==> src/rtl/inv_round_key_buffer_pkg.sv <==
// Shared AES definitions used by the inverse round-key buffer and its
// neighbouring AES blocks: Algorithm encodings, round counts, the buffer
// state encoding and the round-key slot count.
package inv_round_key_buffer_pkg;

   // Algorithm field encodings
   localparam logic [1:0] ALG_128  = 2'b00;
   localparam logic [1:0] ALG_256  = 2'b01;
   localparam logic [1:0] ALG_192  = 2'b10;
   localparam logic [1:0] ALG_RSVD = 2'b11;

   // Number of rounds per key size
   localparam logic [3:0] NR_128 = 4'd10;
   localparam logic [3:0] NR_192 = 4'd12;
   localparam logic [3:0] NR_256 = 4'd14;

   // Buffer controller states
   localparam logic [1:0] ST_IDLE  = 2'd0;
   localparam logic [1:0] ST_FILL  = 2'd1;
   localparam logic [1:0] ST_READY = 2'd2;

   // One slot per round key, rounds 0..14
   localparam int NUM_SLOTS = 15;
   localparam int SLOT_AW   = 4;
   localparam int RK_W      = 128;

   // Round count for an Algorithm code; the reserved code never reaches the
   // latched Algorithm, so its value here is only a safe default.
   function automatic logic [3:0] alg_to_nr(input logic [1:0] alg);
      case (alg)
         ALG_256: alg_to_nr = NR_256;
         ALG_192: alg_to_nr = NR_192;
         default: alg_to_nr = NR_128;
      endcase
   endfunction

endpackage

==> src/rtl/inv_round_key_buffer_rk_store.sv <==
// rk_store: 15 x 128-bit round-key slot array with one write port and a
// registered, gated read port.
//   clk, rst        : clock, synchronous active-high reset (read register only)
//   we/waddr/wdata  : slot write
//   ren/raddr       : read enable and slot index; ren=0 yields zero data
//   rdata           : registered read data
module rk_store
   import inv_round_key_buffer_pkg::*;
(
   input  logic               clk,
   input  logic               rst,
   input  logic               we,
   input  logic [SLOT_AW-1:0] waddr,
   input  logic [RK_W-1:0]    wdata,
   input  logic               ren,
   input  logic [SLOT_AW-1:0] raddr,
   output logic [RK_W-1:0]    rdata
);

   // Slot contents are never reset; the read gating hides stale data.
   logic [RK_W-1:0] mem_q [NUM_SLOTS];
   logic [RK_W-1:0] rdata_q;

   always_ff @(posedge clk) begin
      if (we) mem_q[waddr] <= wdata;
   end

   always_ff @(posedge clk) begin
      if (rst)      rdata_q <= '0;
      else if (ren) rdata_q <= mem_q[raddr];
      else          rdata_q <= '0;
   end

   assign rdata = rdata_q;

endmodule

==> src/rtl/inv_round_key_buffer.sv <==
// inv_round_key_buffer: on start, latches the cipher key/Algorithm, steps
// the external inverse-key module through round indices 0..Nr, captures each
// returned round key into a slot, then serves registered slot reads.
//   clk, rst            : clock, synchronous active-high reset
//   start, key, Algorithm : fill request and its parameters
//   key_o, alg_o, i_o   : drive the external inverse-key module
//   rk_in               : round key returned for i_o (combinational)
//   busy, done, err, nr : fill status, done pulse, sticky reserved-alg flag, Nr
//   rd_idx, rd_key      : slot read index and registered read data
module inv_round_key_buffer
   import inv_round_key_buffer_pkg::*;
(
   input  logic         clk,
   input  logic         rst,
   input  logic         start,
   input  logic [255:0] key,
   input  logic [1:0]   Algorithm,
   output logic [255:0] key_o,
   output logic [1:0]   alg_o,
   output logic [3:0]   i_o,
   input  logic [127:0] rk_in,
   output logic         busy,
   output logic         done,
   output logic         err,
   output logic [3:0]   nr,
   input  logic [3:0]   rd_idx,
   output logic [127:0] rd_key
);

   logic [1:0]   state_q, state_d;
   logic [3:0]   i_q, i_d;
   logic [255:0] key_q, key_d;
   logic [1:0]   alg_q, alg_d;
   logic         done_q, done_d;
   logic         err_q, err_d;

   assign nr = alg_to_nr(alg_q);

   always_comb begin
      state_d = state_q;
      i_d     = i_q;
      key_d   = key_q;
      alg_d   = alg_q;
      done_d  = 1'b0;
      err_d   = err_q;
      case (state_q)
         ST_IDLE, ST_READY: begin
            if (start) begin
               if (Algorithm == ALG_RSVD) begin
                  // Leaving READY invalidates whatever the slots hold.
                  err_d   = 1'b1;
                  state_d = ST_IDLE;
               end else begin
                  key_d   = key;
                  alg_d   = Algorithm;
                  i_d     = 4'd0;
                  err_d   = 1'b0;
                  state_d = ST_FILL;
               end
            end
         end
         ST_FILL: begin
            // start is deliberately not looked at here.
            if (i_q == nr) begin
               state_d = ST_READY;
               done_d  = 1'b1;
            end else begin
               i_d = i_q + 4'd1;
            end
         end
         default: state_d = ST_IDLE;
      endcase
   end

   always_ff @(posedge clk) begin
      if (rst) begin
         state_q <= ST_IDLE;
         i_q     <= '0;
         key_q   <= '0;
         alg_q   <= ALG_128;
         done_q  <= 1'b0;
         err_q   <= 1'b0;
      end else begin
         state_q <= state_d;
         i_q     <= i_d;
         key_q   <= key_d;
         alg_q   <= alg_d;
         done_q  <= done_d;
         err_q   <= err_d;
      end
   end

   rk_store u_store (
      .clk   (clk),
      .rst   (rst),
      .we    (state_q == ST_FILL),
      .waddr (i_q),
      .wdata (rk_in),
      .ren   ((state_q == ST_READY) && (rd_idx <= nr)),
      .raddr (rd_idx),
      .rdata (rd_key)
   );

   assign key_o = key_q;
   assign alg_o = alg_q;
   assign i_o   = i_q;
   assign busy  = (state_q == ST_FILL);
   assign done  = done_q;
   assign err   = err_q;

endmodule

==> config.mk <==
export PLATFORM = sky130hd
export DESIGN_NAME = inv_round_key_buffer
export DESIGN_NICKNAME = d
export VERILOG_FILES = /design/src/rtl/inv_round_key_buffer_pkg.sv /design/src/rtl/inv_round_key_buffer_rk_store.sv /design/src/rtl/inv_round_key_buffer.sv
export SDC_FILE = /design/constraint.sdc
export NUM_CORES = 2
export LEC_CHECK = 0
export CAP_MARGIN = 20
export CORE_MARGIN = 1.5
export CORE_UTILIZATION = 30
export DETAILED_ROUTE_END_ITERATION = 16
export DONT_BUFFER_PORTS = 1
export PLACE_DENSITY = 0.44
export REMOVE_ABC_BUFFERS = 1
export SKIP_LAST_GASP = 1
export SYNTH_ARGS = -nofsm -noshare
export SYNTH_HDL_FRONTEND = slang
export SYNTH_SLANG_ARGS = --single-unit
==> constraint.sdc <==
create_clock -name clk -period 12.55 [get_ports clk]
set_clock_uncertainty 0.1 [all_clocks]
set_input_delay 1.8825 -clock clk [delete_from_list [all_inputs] [get_ports clk]]
set_output_delay 1.8825 -clock clk [all_outputs]
set_load 0.01 [all_outputs]
==> reports/results.ini <==
[route]
routedWlPerCell_um=29.98
drt-pass1-iter-count=5
viasPerCell=4.884
ant_nets=0
drt-total-wl_um=269800
drc=0
num_vias=43950
drt_iter0_markers=2895

[setup_path]
worstPathRequired_ns=13.20
regToRegSetupSlack_ns=8.51
startpoint_type=input port
worst_r2r_path_depth=7
end_kind=flip-flop
reg2reg_to=u_store.mem_q[11][26]
r2r-start=state_q[0]
path_class=in -> reg
cp.arrival_ns=6.85
crit_fanout=167

[global_routing]
grt_use_total=0.1806
grt_pass1_vias=44030
grt_pass1_wl_um=364900
grt_max_degree=413
grt_overflow=0
grt_antenna_before_repair=21

[clocking]
cts_hold_buf=0
cts_buffers=268
clock-root-buffer=clkbuf_16
htree_levels=5
cts_sinks=2314
cts_tree=yes
post_cts_resized=0
clkLatencyLatePin_ns=0.87
clockBufferDepth=4
clk_pin_slew_ns=0.06
cts_setup_buffers=0

[timing]
drv_slew=31
period_needed_ns=6.198
setup_tns_ns=0
fmax_ghz=0.1613
setup_viol_count_final=0
hold_viol=0
worstMarginPinSlew_ns=1.534
fin_crit_sh=0.4939
slew_headroom=-0.02287
rsz0062_at_grt=no

[synthesis]
avgSynthCellArea_um2=17.19
ys_types=50
synth_area_um2=85770
syn_inst=4989
ys_warn_count=0
synthTopCellsByArea=edfxtp_1 67%, dfxtp_1 9.2%, mux4_2 6.3%, mux2i_1 5.6%, nand2_1 2.8%
async_flop_share=0
synth_edf_count=1920
seq_area_frac_synth=0.7642
synth_seq_cells=2314
synth_top_cell_area_share=0.6722
synth_area_leader_cell=edfxtp_1
ys.flop_type=edfxtp_1

[final_layout]
syn_to_final_growth_pct=14.58
multiInputGateArea_um2=18620
fin_util=0.3451
fin_area_um2=98270
fin_nets=5413
seqCellArea_um2=65540
fill_cells=27110
stdcell_count=8999
drive_gt1_frac=0.1361

[floorplanning]
rows=196
die_h_um=537.7
initial_core_util=0.3012
ios=790
core-area_um2=284700
dieArea_um2=289100
die_w_um=537.7

[power]
p_leak_nw=31.90
max-vdd-ir-drop_uv=121.7
powerDensity_nw_per_um2=170.2
p_total_mw=16.72

[job]
max_cap_viol_count=0

[placement]
gp_congestion=0.8516
io_buffer_count=0
dpl_cell_area_um2=89580
dp_hpwl_um=151800
dp.cells=8506

[worst_hold_path]
hp-start=key_o[203]
whs_endpoint=key_o[203]
hp-class=reg -> reg
hold_depth=2

[outcome]
violations=max-slew violations
status=finished with violations

==> cells by family after synthesis <==
group / share of synthesized area
AO/OA/AOI/OAI: 0.05335
XOR/XNOR: 0.0003064
adder cells (fa/ha/maj): 0.0009920
buffers and inverters: 0.01987
flip-flops: 0.7642
multiplexers: 0.1190
other: 0.00008756
AND/OR/NAND/NOR: 0.04216
==> layout make-up <==
cell class / count / share of cell area
Inverter: 10 / 0.0004711
Timing Repair Buffer: 66 / 0.006748
Tap cell: 3762 / 0.04790
Clock inverter: 117 / 0.01331
Sequential cell: 2314 / 0.6670
Antenna cell: 12 / 0.0003056
Multi-Input combinational cell: 2354 / 0.1895
Clock buffer: 364 / 0.07480
==> cells in the mapped netlist, types with 20 or more instances <==
| master | instances |
|---|---|
| o22ai_1 | 47 |
| edfxtp_1 | 1920 |
| buf_4 | 57 |
| o21ai_0 | 167 |
| a22oi_1 | 53 |
| mux4_2 | 240 |
| a211oi_1 | 97 |
| a21oi_1 | 333 |
| mux2i_1 | 480 |
| clkbuf_1 | 113 |
| nor2b_1 | 82 |
| nor3b_1 | 20 |
| nand3_1 | 52 |
| buf_2 | 114 |
| dfxtp_1 | 394 |
| nand2_1 | 646 |
==> stage by stage <==
stage | hold WS, ns | worst slack (ns)
final | 0.3967 | 6.352
after global placement | 0.3869 | 5.002
after CTS | 0.3978 | 6.213
after global routing | 0.4205 | 5.949
after floorplan | 0.3689 | 1.062
after detailed placement | 0.3902 | 5.232
==> cells in the final DEF (no fill, tap or decap), types with 55 or more instances in the layout <==
master / count
buf_4: 55
nor2b_1: 82
o21ai_0: 167
clkbuf_16: 271
dfxtp_1: 394
a211oi_1: 97
nand2_1: 645
mux2i_1: 480
clkbuf_1: 71
a21oi_1: 332
mux4_2: 240
edfxtp_1: 1920
==> worst max path at each step <==
stage / depth (start not counted) / startpoint / to
floorplan: 4 / start / key_o[0]
global placement: 9 / rd_idx[0] / u_store.rdata[119]
detailed placement: 10 / rd_idx[0] / u_store.rdata[47]
CTS: 10 / rd_idx[0] / u_store.rdata[47]
global route: 10 / rd_idx[0] / u_store.rdata[119]
finish: 10 / rd_idx[0] / u_store.rdata[47]
==> worst max-delay path, cell delays in order <==
cell and delay (ns):
buf_16 0.63, buf_16 0.80, buf_16 0.53, nand2b_1 0.24, o211ai_1 0.14, nand4_4 0.29
buf_12 0.23, buf_4 0.76, o21bai_1 0.16, a221o_1 0.32
==> state kept, by name, indices dropped and copies added (netlist names) <==
signal and flops:
alg_o 2, u_store.mem_q 1920, err 1, i_o 4
state_q 2, key_o 256, done 1, u_store.rdata 128
==> layer usage <==
| layer | up-vias | track usage | share of wire |
|---|---|---|---|
| li1 | 19390 | - | - |
| met1 | 23000 | 0.2099 | 0.39 |
| met3 | 335 | 0.04846 | 0.069 |
| met4 | 12 | 0.05746 | 0.029 |
| met5 | - | 0 | 0.00030 |
| met2 | 1210 | 0.3214 | 0.51 |
==> power by group <==
group,internal (mW),switching (mW),total (mW),leakage [nW]
registers,8.40,0.104,8.51,20.5
logic,0.205,0.323,0.528,7.17
clock network,4.50,3.19,7.69,4.23
No activity file was read; power rests on OpenSTA's default activity.
